[config.mk]
export PLATFORM = sky130hd
export DESIGN_NAME = mux_n_to_1_rr
export DESIGN_NICKNAME = d
export VERILOG_FILES = /design/src/rtl/rr_arbiter_n.sv /design/src/rtl/mux_n_to_1_rr.sv
export SDC_FILE = /design/constraint.sdc
export NUM_CORES = 1
export LEC_CHECK = 0
export BUFFER_PORTS_ARGS = -buffer_cell sky130_fd_sc_hd__buf_2
export CAP_MARGIN = 20
export CORE_MARGIN = 1
export CORE_UTILIZATION = 42
export DETAILED_ROUTE_END_ITERATION = 10
export GPL_TIMING_DRIVEN = 1
export PLACE_DENSITY = 0.78
export REMOVE_ABC_BUFFERS = 1
export SKIP_LAST_GASP = 1
export SYNTH_ARGS = -nofsm -noshare
export SYNTH_HDL_FRONTEND = slang
export SYNTH_SLANG_ARGS = --single-unit
export TNS_END_PERCENT = 10
[constraint.sdc]
create_clock -name clk -period 2 [get_ports clk]
set_input_delay 0.1 -clock clk [delete_from_list [all_inputs] [get_ports clk]]
set_output_delay 0.1 -clock clk [all_outputs]
set_load 0.01 [all_outputs]
[src/rtl/rr_arbiter_n.sv]
// rtl/rr_arbiter_n.sv - round-robin arbiter holding the priority pointer, one-hot grant
module rr_arbiter_n #(
  parameter int N_CH = 4
) (
  input  logic            clk,
  input  logic            rst,
  input  logic [N_CH-1:0] req,
  input  logic            advance,
  output logic [N_CH-1:0] grant
);

  localparam int SEL_W = $clog2(N_CH);

  logic [SEL_W-1:0] ptr_q, ptr_d;
  logic [N_CH-1:0]  req_rot;
  logic [N_CH-1:0]  gnt_rot;

  // Rotate requests so ptr sits at bit 0, isolate the lowest set bit, rotate the grant back
  always_comb begin
    req_rot = N_CH'({req, req} >> ptr_q);
    gnt_rot = req_rot & (~req_rot + N_CH'(1));
    grant   = N_CH'(({gnt_rot, gnt_rot} << ptr_q) >> N_CH);
  end

  // After a served grant the pointer moves just past the winner, wrapping to 0
  always_comb begin
    ptr_d = ptr_q;
    if (advance) begin
      for (int k = 0; k < N_CH; k++) begin
        if (grant[k]) begin
          ptr_d = (k == N_CH - 1) ? '0 : SEL_W'(k + 1);
        end
      end
    end
  end

  // Pointer register
  always_ff @(posedge clk) begin
    if (rst) begin
      ptr_q <= '0;
    end else begin
      ptr_q <= ptr_d;
    end
  end

endmodule

[src/rtl/mux_n_to_1_rr.sv]
// rtl/mux_n_to_1_rr.sv - N-to-1 stream mux, manual or round-robin select, registered output
module mux_n_to_1_rr #(
  parameter int N_CH   = 4,
  parameter int DATA_W = 8,
  localparam int SEL_W = $clog2(N_CH)
) (
  input  logic                   clk,
  input  logic                   rst,
  input  logic                   mode,
  input  logic [SEL_W-1:0]       sel,
  input  logic [N_CH-1:0]        in_valid,
  input  logic [N_CH*DATA_W-1:0] in_data,
  output logic [N_CH-1:0]        in_ready,
  output logic                   out_valid,
  output logic [DATA_W-1:0]      out_data,
  output logic [SEL_W-1:0]       out_ch,
  input  logic                   out_ready
);

  localparam logic [SEL_W:0] N_CH_W = (SEL_W + 1)'(N_CH);

  logic                out_valid_q, out_valid_d;
  logic [DATA_W-1:0]   out_data_q, out_data_d;
  logic [SEL_W-1:0]    out_ch_q, out_ch_d;

  logic                load;
  logic [N_CH-1:0]     rr_grant;
  logic [N_CH-1:0]     man_grant;
  logic [N_CH-1:0]     grant;
  logic [N_CH-1:0]     xfer_vec;
  logic                xfer;
  logic [DATA_W-1:0]   sel_data;
  logic [SEL_W-1:0]    sel_ch;

  rr_arbiter_n #(
    .N_CH (N_CH)
  ) u_arb (
    .clk     (clk),
    .rst     (rst),
    .req     (in_valid),
    .advance (mode & xfer),
    .grant   (rr_grant)
  );

  // Grant selection; manual select ignores in_valid and drops out-of-range sel
  always_comb begin
    load      = !out_valid_q || out_ready;
    man_grant = '0;
    if ({1'b0, sel} < N_CH_W) begin
      man_grant[sel] = 1'b1;
    end
    grant    = mode ? rr_grant : man_grant;
    in_ready = rst ? '0 : (grant & {N_CH{load}});
    xfer_vec = in_valid & in_ready;
    xfer     = |xfer_vec;
  end

  // AND-OR data and channel-id select driven by the (at most one-hot) transfer vector
  always_comb begin
    sel_data = '0;
    sel_ch   = '0;
    for (int k = 0; k < N_CH; k++) begin
      sel_data = sel_data | (in_data[k*DATA_W +: DATA_W] & {DATA_W{xfer_vec[k]}});
      if (xfer_vec[k]) begin
        sel_ch = sel_ch | SEL_W'(k);
      end
    end
  end

  // Output stage: reload whenever empty or being consumed, otherwise hold the beat
  always_comb begin
    out_valid_d = out_valid_q;
    out_data_d  = out_data_q;
    out_ch_d    = out_ch_q;
    if (load) begin
      out_valid_d = xfer;
      if (xfer) begin
        out_data_d = sel_data;
        out_ch_d   = sel_ch;
      end
    end
  end

  // Output register
  always_ff @(posedge clk) begin
    if (rst) begin
      out_valid_q <= 1'b0;
      out_data_q  <= '0;
      out_ch_q    <= '0;
    end else begin
      out_valid_q <= out_valid_d;
      out_data_q  <= out_data_d;
      out_ch_q    <= out_ch_d;
    end
  end

  assign out_valid = out_valid_q;
  assign out_data  = out_data_q;
  assign out_ch    = out_ch_q;

endmodule

## Word level (Yosys, flattened, before mapping)

Cells that the tools add are included.

| storage, ports and cells | value |
|---|---|
| word-level logic and storage cells | 39 |
| register bits | 13 |
| input port bits | 42 |
| output and inout bits | 15 |

| operators by class | value |
|---|---|
| bitwise operators | 12 |
| magnitude comparators | 2 |
| $add $sub $neg | 1 |
| muxes and demuxes | 11 |
| shift operators | 2 |
| reductions and logical operators | 7 |

Operator list:

| kind | count |
|---|---|
| $and A8 B8 Y8 | 4 |
| $or A8 B8 Y8 | 3 |
| $and A4 B4 Y4 | 3 |
| $mux W2 | 6 |
| $mux W4 | 2 |
| $shl A8 B2 Y8 | 1 |
| $shr A8 B2 Y4 | 1 |
| $add A4 B1 Y4 const B | 1 |
| $not A4 Y4 | 1 |
| $reduce_and A2 Y1 | 2 |
| $reduce_bool A4 Y1 | 1 |
| $reduce_or A4 Y1 | 1 |
| $lt A2 B3 Y1 const B | 1 |
| $demux W1 S2 | 1 |
| $ge A2 B1 Y1 const B | 1 |
| $mux W1 | 2 |
| $and A1 B1 Y1 | 1 |
| $logic_and A1 B1 Y1 | 1 |
| $logic_not A1 Y1 | 1 |
| $logic_or A1 B1 Y1 | 1 |

## Logic depth before layout (Yosys ltp)

Gate-level depths: netlist of run 1.

| logic depth | value |
|---|---|
| depth in word-level cells | 13 |
| gate-level depth with buffers | 9 |
| depth with buffers taken out | 6 |

## By module

Synthesis of run 1 repeated with hierarchy kept, for this count alone.

| unflattened totals | value |
|---|---|
| cells, all modules | 112 |
| area, all modules | 935.9 um^2 |

Modules (own cells, without submodules):

| module | cells each | area each (um^2) | instances |
|---|---|---|---|
| mux_n_to_1_rr | 80 | 699.4 | 1 |
| rr_arbiter_n | 32 | 236.5 | 1 |

## Worst setup path after synthesis of run 1

No wires, ideal clock.

| path | value |
|---|---|
| path type | register -> register |
| from | register u_arb.ptr_q[0] |
| to | register out_ch_q[0] (netlist: out_ch[0]) |
| library setup time | 0.122 ns |
| setup slack | 0.215 ns |
| stages on the path, launching flop included | 8 |
| arrival time | 1.662 ns |
| cells stage by stage | dfxtp_1 -> and2b_1 -> o31ai_2 -> o31a_1 -> buf_6 -> a311oi_4 -> and2_1 -> a311o_1 |

| on the way | value |
|---|---|
| cells in the longest elaborated chain, start to end | 12 |

Ends and longest elaborated chain:

| item | line | RTL |
|---|---|---|
| from (decl) | rr_arbiter_n.sv:14 | `logic [SEL_W-1:0] ptr_q, ptr_d;` |
| from (signal assigned) | rr_arbiter_n.sv:42 | `ptr_q <= ptr_d;` |
| $shr A8 B2 Y4 | rr_arbiter_n.sv:20 | `req_rot = N_CH'({req, req} >> ptr_q);` |
| $not A4 Y4 | rr_arbiter_n.sv:21 | `gnt_rot = req_rot & (~req_rot + N_CH'(1));` |
| $add A4 B1 Y4 | rr_arbiter_n.sv:21 |  |
| $and A4 B4 Y4 | rr_arbiter_n.sv:21 |  |
| $shl A8 B2 Y8 * | rr_arbiter_n.sv:22 | `grant = N_CH'(({gnt_rot, gnt_rot} << ptr_q) >> N_CH);` |
| $mux W4 * | mux_n_to_1_rr.sv:52 | `grant = mode ? rr_grant : man_grant;` |
| $and A4 B4 Y4 * | mux_n_to_1_rr.sv:53 | `in_ready = rst ? '0 : (grant & {N_CH{load}});` |
| $mux W4 * | mux_n_to_1_rr.sv:53 |  |
| $and A4 B4 Y4 * | mux_n_to_1_rr.sv:54 | `xfer_vec = in_valid & in_ready;` |
| $mux W1 | mux_n_to_1_rr.sv:64 | `if (xfer_vec[k]) begin` |
| $mux W2 (2 in series) | mux_n_to_1_rr.sv:64 |  |
| to (signal assigned) | mux_n_to_1_rr.sv:93 | `out_ch_q <= out_ch_d;` |
| to (decl) | mux_n_to_1_rr.sv:24 | `logic [SEL_W-1:0] out_ch_q, out_ch_d;` |

Every way passes the cells marked *; elsewhere a longest branch is shown, timed or not.
A chain may end at the register's enable or synchronous reset.

## Final worst setup path of run 1

| path | value |
|---|---|
| from | register u_arb.ptr_q[1] |
| to | register out_data_q[7] (netlist: out_data[7]) |

| on the way | value |
|---|---|
| cells in the longest elaborated chain, start to end | 13 |

Ends and longest elaborated chain:

| item | line | RTL |
|---|---|---|
| $shr A8 B2 Y4 | rr_arbiter_n.sv:20 |  |
| $not A4 Y4 | rr_arbiter_n.sv:21 |  |
| $add A4 B1 Y4 | rr_arbiter_n.sv:21 |  |
| $and A4 B4 Y4 | rr_arbiter_n.sv:21 |  |
| $shl A8 B2 Y8 * | rr_arbiter_n.sv:22 |  |
| $mux W4 * | mux_n_to_1_rr.sv:52 |  |
| $and A4 B4 Y4 * | mux_n_to_1_rr.sv:53 |  |
| $mux W4 * | mux_n_to_1_rr.sv:53 |  |
| $and A4 B4 Y4 * | mux_n_to_1_rr.sv:54 |  |
| $and A8 B8 Y8 | mux_n_to_1_rr.sv:63 | `sel_data = sel_data \| (in_data[k*DATA_W +: DATA_W] & {DATA_W{xfer_vec[k]}});` |
| $or A8 B8 Y8 (3 in series) | mux_n_to_1_rr.sv:63 |  |
| to (signal assigned) | mux_n_to_1_rr.sv:92 | `out_data_q <= out_data_d;` |
| to (decl) | mux_n_to_1_rr.sv:23 | `logic [DATA_W-1:0] out_data_q, out_data_d;` |

Marks and branches as above.

==> results.ini, run 1 <==
[status]
outcome = completed

[grt]
grt_use_total_pct = 26.7
grt_busiest_layer = met2
grt_max_degree = 13
antenna_found_initial = 0
grt.overflow.total = 0
grt_pass1_vias = 1168
grt_pass1_wl_mm = 4.97
met1_usage_pct = 31.1
grt_use_met3_pct = 8.41
use_met2_pct = 47.0

[setup_path]
worst_path_most_repeated_cell = a21oi_1
r2r-end = out_data[7]
reg2reg_setup_slack_ps = 110
cp.required_ps = 2200
max_stage_delay_ps = 480
crit_type = flip-flop to flip-flop
rr_startpoint = u_arb.ptr_q[1]
crit_slowest_cell = dfxtp_1
cp_max_fo = 9
start_kind = flip-flop
cp_cell_sequence = a21oi_1 -> o211ai_1 -> a21oi_1 -> a311oi_4 -> buf_4 -> nand3_1 -> a31oi_1
worstSetupStartpoint = u_arb.ptr_q[1]
worstSetupEndpoint = out_data[7]
rr_worst_depth = 7
crit_path_end_kind = flip-flop
arrival_ps = 2090

[timing]
period_share_pct = 94.6
setup_viol = 0
fin_crit_ps = 1890
tightest_slew_ps = 597
rsz0062_at_grt = yes
fin_setup_tns_ps = 0
fmax_ghz = 0.529
skew_ps = 0.375
slew_headroom_pct = 59.7
hold_violations = 0
drv_slew = 0

[logic_synthesis]
yosysTopAreaCell = dfxtp_1
yosysSeqAreaShare_pct = 28.0
ys_seq_elements = 13
avgSynthCellArea_sq_um = 7.95
synth_cell_types = 34
synthTopCellsByArea = dfxtp_1, a222oi_1, nand2_1
synth_top_area_share_pct = 28.0
yosys_warnings = 0
synth_cells = 117
syn_area_sq_um = 930

[route]
drcViolationCount = 0
drt_iter0_drc = 89
ant_nets = 0
drtPass1Iterations = 8
vias_per_cell = 6.11
drt-total-wl_mm = 3.08
wl_per_cell_um = 15.1
vias = 1246

[clocking]
cts_hold_buf = 0
cts_root_buf = clkbuf_4
clkSinkCount = 13
cts_setup_buffers = 0
clk_latency_ps = 280
cts_made_buffers = 3
cts_tree = done
cts_resized = 0
cts_buffer_depth = 2
cts_htree_levels = 1
cts.clk_slew.worst_paths_ps = 80

[die]
core_area_sq_um = 2020
die_h_um = 49.0
die_x_um = 49.0
start_util_pct = 46.0
fp-row-count = 16
io_pins = 57
dieArea_sq_um = 2410

[finish]
diodes = 0
stdcell_area_sq_um = 1290
area_growth_pct = 38.5
drive_gt1_share_pct = 42.9
fin_nets = 220

[power]
powerDensity_nw_per_um2 = 578
irDropWorstVdd_v = 0.000467
leakage_uw = 0.000577

[placed_design]
gp_congestion = 0.925
hpwl_mm = 2.43
place_area_sq_um = 1260
numPortBuffers = 56

[worst_hold_path]
hold_class = input pin to flip-flop

[run]
cap_violations = 0

Yosys cell counts, drive strengths merged:
| cell | number |
|---|---|
| inv | 6 |
| nor2 | 6 |
| a211oi | 2 |
| o41ai | 1 |
| nand2 | 14 |
| o31ai | 2 |
| clkbuf | 3 |
| a21oi | 10 |
| and2b | 1 |
| nor3b | 1 |
| a31oi | 8 |
| dfxtp | 13 |
| buf | 5 |
| o21ai | 5 |
| o31a | 2 |
| a311oi | 1 |
| or2 | 1 |
| or3 | 1 |
| a2111oi | 1 |
| o211ai | 4 |
| o21a | 1 |
| nor2b | 1 |
| a21o | 1 |
| o2111a | 2 |
| mux2i | 1 |
| and2 | 1 |
| nor3 | 1 |
| nand2b | 3 |
| nand3 | 10 |
| a222oi | 8 |
| a311o | 1 |
layout by cell type, fill, tap and decap left out, types with 2 or more instances in the layout:
cell	count
o211ai_1	4
o2111a_1	2
dfxtp_1	12
clkbuf_4	3
a31oi_1	8
nand2b_1	3
inv_1	6
nor2_1	6
o31a_1	2
nand2_1	14
nand3_1	10
o21ai_0	4
buf_2	56
a211oi_2	2
a21oi_1	9
a222oi_1	8
buf_4	8
area by class of cell:
cell class | count | area (sq um)
fillers | 190 | 734
multi-input cells | 90 | 603
repair buffers | 64 | 340
flip-flops and latches | 13 | 262
well taps | 27 | 33.8
clock buffers | 4 | 26.3
inverters | 6 | 22.5
metal layers:
metal	vias to the layer above	wire, um
met5	-	0
met4	0	19
met3	4	206
met2	64	1640
met1	595	1210
li1	583	-
power breakdown:
group | total (uW) | internal, uW | leakage (uW) | switching (uW)
Combinational | 269 | 122 | 0.000455 | 147
Sequential | 309 | 287 | 0.000107 | 21.9
Clock | 166 | 77.6 | 0.0000150 | 88.6
Total | 744 | 487 | 0.000577 | 257
logic make-up after synthesis:
kind of cell / count (synthesis) / synth area share [%]
muxes: 1 / 1.08
buffers and inverters: 14 / 7.54
DFF: 13 / 28.0
and+or+nand+nor: 40 / 20.9
AOI/OAI and AO/OA: 49 / 42.5
worst max-delay path: cells and delay by family, from the launching register on:
kind                   cells  cell delay [ps]
flip-flops                 1              480
AO/OA/AOI/OAI              5             1020
buffers and inverters      1              230
AND/OR/NAND/NOR            1               90
worst min path at each step:
stage	start	end	slack (ps)	cells past startpoint
2_1_floorplan	rst	u_arb.ptr_q[1]	160	1
3_3_place_gp	in_data[4]	out_data[4]	350	3
3_5_place_dp	in_data[4]	out_data[4]	360	3
4_1_cts	in_data[1]	out_data[1]	60	3
5_1_grt	in_data[6]	out_data[6]	60	3
6_report	in_data[4]	out_data[4]	60	3
flip-flops by register name, indices dropped and copies added (netlist names):
register / flops
out_ch: 2
out_data: 8
out_valid: 1
u_arb.ptr_q: 2
per-stage QoR:
step / std cells / setup WS, ps / utilization (%) / total power (uW) / hold WS (ps)
2_1_floorplan: 109 / -48.0 / - / 448 / 165
5_1_grt: 204 / -16.4 / 63.7 / 789 / 60.8
3_3_place_gp: 200 / 228 / 62.1 / 566 / 354
4_1_cts: 204 / 49.9 / 63.4 / 742 / 57.4
3_5_place_dp: 200 / 73.7 / 62.1 / 576 / 361
6_report: 204 / 109 / 63.7 / 744 / 59.3
Note: power is estimated with default switching activity, not from simulation.
==> run 2: changes to the inputs <==
Settings changed: CORE_UTILIZATION 42 to 45, PLACE_DENSITY 0.78 to 0.83.
Clock period 2 ns to 2.2 ns, I/O delays scaled along.
==> run 2 against run 1 <==
Effect of this change:
- sequential power decreased by 9.7%
- wire length is 10% lower
- global-route usage fell by 2.6 points
- clock power shrank 11%
- first-iteration DRC count fell by 26%
==> results.ini, run 2 (synthesis results as in run 1) <==
[setup_path]
start_kind = flip-flop
arrival_ps = 2130  ; +40 ps
cp.required_ps = 2410  ; +210 ps
crit_path_end_kind = flip-flop
crit_type = flip-flop to flip-flop
cp_max_fo = 9  ; unchanged

[timing]
worst_slack_ps = 274  ; +165 ps
setup_viol = 0  ; unchanged
fin_setup_tns_ps = 0  ; unchanged
drv_slew = 0  ; unchanged
fin_crit_ps = 1930  ; +34.9 ps
rsz0062_at_grt = no
fmax_ghz = 0.519  ; -1.8%
period_share_pct = 87.5  ; -7.0 points
slew_headroom_pct = 69.5  ; +9.8 points
hold_violations = 0  ; unchanged
tightest_slew_ps = 452  ; -145 ps
skew_ps = 5.74  ; +5.37 ps

[power]
leakage_uw = 0.000572  ; -0.96%
powerDensity_nw_per_um2 = 518  ; -10%
totalPowerFinal_uw = 660  ; -11%
irDropWorstVdd_v = 0.000324  ; -30%

[clocking]
clkSinkCount = 13  ; unchanged
cts_buffer_depth = 2  ; unchanged
cts_root_buf = clkbuf_4
cts_tree = done
cts_htree_levels = 1  ; unchanged
cts_resized = 0  ; unchanged
cts.clk_slew.worst_paths_ps = 70  ; about the same
clk_latency_ps = 270  ; about the same
cts_made_buffers = 3  ; unchanged
cts_hold_buf = 0  ; unchanged
cts_setup_buffers = 0  ; unchanged

[die]
die_h_um = 47.5  ; -3.3%
start_util_pct = 47.9  ; +1.9 points
core_area_sq_um = 1940  ; -4.0%
io_pins = 57  ; unchanged
fp-row-count = 16  ; unchanged
die_x_um = 47.5  ; -3.3%
dieArea_sq_um = 2250  ; -6.4%

[finish]
layout_commonest_cell = buf_2
fin_nets = 219  ; -0.45%
fill_cells = 175  ; -7.9%
diodes = 0  ; unchanged
largest_reg_flops = 8  ; unchanged
drive_gt1_share_pct = 41.5  ; -1.5 points
final_cell_mix = buf_2, nand2_1, dfxtp_1
area_growth_pct = 37.1
layout.cells.non_filler = 203  ; -0.49%

[route]
wl_per_cell_um = 13.6  ; -9.7%
drt-total-wl_mm = 2.77  ; -10%
vias_per_cell = 5.66  ; -7.4%
ant_nets = 0  ; unchanged
top_layer_used = met4
met3WireLength_um = 252  ; +22%
drcViolationCount = 0  ; unchanged
wl_met1_mm = 1.18  ; -2.6%
vias = 1148  ; -7.9%
wl_met2_mm = 1.30  ; -21%
drt_iter0_drc = 66  ; -26%
drtPass1Iterations = 4  ; -4

[grt]
grt_pass1_vias = 945  ; -19%
grt.overflow.total = 0  ; unchanged
grt_pass1_wl_mm = 3.83  ; -23%
grt_use_total_pct = 24.1  ; -2.6 points
antenna_found_initial = 0  ; unchanged
grt_max_degree = 13  ; unchanged

[placed_design]
place_ws_ps = 294  ; +221 ps
place_inst = 199  ; -0.50%
gp_congestion = 0.910  ; -1.5%
numPortBuffers = 56  ; unchanged
hpwl_mm = 2.17  ; -11%

[status]
outcome = completed

[run]
cap_violations = 0  ; unchanged

[worst_hold_path]
hold_class = input pin to flip-flop

run 2: cell type report:
| class | instances | area [sq um] | area share [%] |
|---|---|---|---|
| Sequential cell | 13 | 260 | 20.4 |
| Timing Repair Buffer | 63 | 333 | 26.1 |
| Multi-Input combinational cell | 90 | 599 | 47.0 |
| Inverter | 6 | 22.5 | 1.77 |
| Tap cell | 27 | 33.8 | 2.65 |
| Clock buffer | 4 | 26.3 | 2.06 |
run 2: routing by layer:
metal  vias up  track usage, %
li1        574               -
met1       510            27.0
met2        60            45.2
met3         4            2.64
met4         0            10.9
met5         -               0
run 2: final timing paths:
path / startpoint / to / slack, ps / cells after the start
hold / removal: in_data[3] / out_data[3] / 90 / 3
setup reg to reg: u_arb.ptr_q[1] / u_arb.ptr_q[0] / 270 / 7
setup / recovery: u_arb.ptr_q[1] / u_arb.ptr_q[0] / 270 / 7
hold reg to reg: out_ch[1] / out_ch[1] / 470 / 2
run 2: critical path, cell delays in order, from the launching register on:
cell and delay, ps:
dfxtp_1 390, nand2b_1 180, a21oi_1 200, o21ai_0 200
a311oi_4 370, buf_4 200, a21o_1 160, mux2i_1 170
run 2: power by group:
part / switching, uW / internal, uW / total (uW)
Combinational: 125 / 109 / 234
Sequential: 18.3 / 260 / 279
Clock: 77.1 / 70.2 / 147
Total: 220 / 440 / 660
run 2: metrics by stage:
step / cell area, sq um / util [%] / hold slack [ps]
floorplan: 882 / - / 175
global placement: 1250 / 64.3 / 371
detailed placement: 1250 / 64.3 / 374
CTS: 1270 / 65.7 / 83.6
global route: 1270 / 65.7 / 88.6
finish: 1270 / 65.7 / 88.5
==> run 3: changes to the inputs <==
Settings changed: ABC_AREA set to 1, PLACE_DENSITY 0.83 to unset, PLACE_DENSITY_LB_ADDON set to 0.08.
==> run 3 against run 2 <==
Effect of this change:
- core utilization fell by 5.4 points
- critical endpoint is now in_ready[1]
- non-clock buffer count fell by 4
- worst setup slack got worse by 150 ps
- clock power rose by 3%
- wire length rose by 18%
- via count rose by 25%
- largest power group is now combinational cells
- critical path depth rose by 2
- global-route usage fell by 0.062 points
==> results.ini, run 3 <==
[status]
outcome = completed

[finish]
drive_gt1_share_pct = 44.6  ; +3.1 points
final_cell_mix = buf_2, nand3_1, nand2_1
diodes = 0  ; unchanged
stdcell_area_sq_um = 1530  ; +20%
fin_nets = 283  ; +29%
largest_reg_flops = 8  ; unchanged
area_growth_pct = 23.0
layout_commonest_cell = buf_2

[logic_synthesis]
synthTopCellsByArea = dfxtp_1, nand3_1, nand2_1
ys_seq_elements = 13  ; unchanged
yosys_warnings = 0  ; unchanged
yosysTopAreaCell = dfxtp_1
synth_top_area_share_pct = 20.9  ; -7.1 points
yosysSeqAreaShare_pct = 20.9  ; -7.1 points
synth_cell_types = 24  ; -29%
synth_cells = 187  ; +60%
syn_area_sq_um = 1250  ; +34%
synth_edf_count = 0  ; unchanged
synth_common_cells = nand3_1, nand2_1, nor2_1, nand2_2
avgSynthCellArea_sq_um = 6.67  ; -16%
async_flop_share_pct = 0  ; unchanged
ys_dominant_reg_cell = dfxtp_1
synth_most_common_cell = nand3_1

[timing]
slew_headroom_pct = 48.7  ; -21 points
rsz0062_at_grt = no
fin_crit_ps = 2070  ; +145 ps
fmax_ghz = 0.483  ; -7.0%
setup_viol = 0  ; unchanged
skew_ps = 0.657  ; -5.09 ps
worst_slack_ps = 129  ; -145 ps
period_share_pct = 94.1  ; +6.6 points
hold_violations = 0  ; unchanged
tightest_slew_ps = 766  ; +314 ps
drv_slew = 0  ; unchanged
fin_setup_tns_ps = 0  ; unchanged

[clocking]
cts.clk_slew.worst_paths_ps = 80  ; about the same
cts_root_buf = clkbuf_4
cts_tree = done
clkSinkCount = 13  ; unchanged
cts_made_buffers = 3  ; unchanged
cts_setup_buffers = 0  ; unchanged
cts_buffer_depth = 2  ; unchanged
cts_htree_levels = 1  ; unchanged
clk_latency_ps = 280  ; about the same

[grt]
grt_max_degree = 12  ; -1
grt_pass1_wl_mm = 5.17  ; +35%
antenna_found_initial = 0  ; unchanged
grt_use_total_pct = 24.0  ; -0.062 points
grt_pass1_vias = 1243  ; +32%
grt.overflow.total = 0  ; unchanged

[die]
die_x_um = 54.7  ; +15%
die_h_um = 54.7  ; +15%
fp-row-count = 18  ; +2
dieArea_sq_um = 2990  ; +33%
core_area_sq_um = 2540  ; +31%
io_pins = 57  ; unchanged
start_util_pct = 49.0  ; +1.1 points

[setup_path]
crit_type = flip-flop to output pin
arrival_ps = 1960  ; -170 ps
cp_max_fo = 9  ; unchanged
cp_cell_sequence = inv_2 -> nand3_2 -> nand2_2 -> o21ai_1 -> nand3_1 -> nand3_4 -> buf_4 -> and2_1 -> buf_2
crit_path_end_kind = output pin
start_kind = flip-flop
crit_family = simple AND/OR/NAND/NOR gates
crit_buf_inv = 3  ; +2
cp.required_ps = 2090  ; -320 ps
max_stage_delay_ps = 450  ; +60 ps
crit_slowest_cell = dfxtp_2

[placed_design]
place_area_sq_um = 1500  ; +20%
numPortBuffers = 56  ; unchanged
hpwl_mm = 2.66  ; +22%
place_ws_ps = 123  ; -172 ps
gp_congestion = 0.854  ; -6.2%

[power]
irDropWorstVdd_v = 0.000508  ; +57%
switching_share_pct = 42.7  ; +9.3 points
p_sw_uw = 370  ; +68%
totalPowerFinal_uw = 867  ; +31%
power.share.clock_pct = 17.6  ; -4.7 points
internal_power_uw = 497  ; +13%
leakage_uw = 0.000797  ; +40%
p_seq_share_pct = 33.6  ; -8.6 points
combPwrFrac_pct = 48.8  ; +13 points
powerDensity_nw_per_um2 = 565  ; +9.2%

[route]
drcViolationCount = 0  ; unchanged
vias = 1438  ; +25%
drt-total-wl_mm = 3.28  ; +18%
vias_per_cell = 5.33  ; -5.8%
wl_per_cell_um = 12.1  ; -11%
ant_nets = 0  ; unchanged
drtPass1Iterations = 4  ; unchanged
drt_iter0_drc = 52  ; -21%

[worst_hold_path]
hold_class = input pin to flip-flop

[run]
cap_violations = 0  ; unchanged

-- run 3: repair_timing --
item	in CTS	in global routing
endpoints found under the hold margin	0	0
hold buffers	0	0
endpoints found under the setup margin	2	14
resized for setup	1	3
-- run 3: cell type report --
| cell class | count | area, sq um |
|---|---|---|
| multi-input cells | 149 | 842 |
| well taps | 30 | 37.5 |
| flip-flops and latches | 13 | 263 |
| repair buffers | 59 | 303 |
| inverters | 15 | 61.3 |
| clock buffers | 3 | 22.5 |
| clock inverters | 1 | 5.00 |
| fillers | 266 | 1010 |
-- run 3: cell families after synthesis --
family,Yosys count,share of synthesized area (%)
buffers and inverters,25,11.8
AND/OR/NAND/NOR,123,53.6
flip-flops,13,20.9
AO/OA/AOI/OAI,26,13.7
-- run 3: metrics by stage --
stage	utilization [%]	instances	hold WS (ps)
after global placement	59.0	266	412
after floorplan	-	177	172
after detailed placement	59.0	266	416
final	60.3	270	118
after CTS	60.1	270	117
after global routing	60.3	270	141
-- run 3: power groups by stage --
stage / combinational (uW) / sequential, uW / clock [uW]
2_1_floorplan: 263 / 306 / 0
3_3_place_gp: 415 / 294 / 0
3_5_place_dp: 418 / 295 / 0
4_1_cts: 421 / 291 / 153
5_1_grt: 472 / 295 / 167
6_report: 423 / 292 / 152
-- run 3: tightest hold or removal path, delay by kind of cell --
| family | cells | cell delay [ps] |
|---|---|---|
| simple gates | 1 | 90 |
| buf+inv | 2 | 100 |
| compound gates | 1 | 60 |
-- run 3: worst paths after layout --
| check | startpoint | to | slack [ps] | cells past startpoint |
|---|---|---|---|---|
| min reg2reg | out_data[3] | out_data[3] | 470 | 2 |
| max | u_arb.ptr_q[1] | in_ready[1] | 130 | 9 |
| min | out_ready | out_valid | 120 | 4 |
| max reg2reg | u_arb.ptr_q[0] | out_data[3] | 230 | 14 |
-- run 3: metal layers --
| metal | global-route usage (%) | wire, um |
|---|---|---|
| met1 | 29.2 | 1370 |
| met2 | 40.4 | 1630 |
| met3 | 6.39 | 196 |
| met5 | 0 | 0 |
| met4 | 8.12 | 74 |
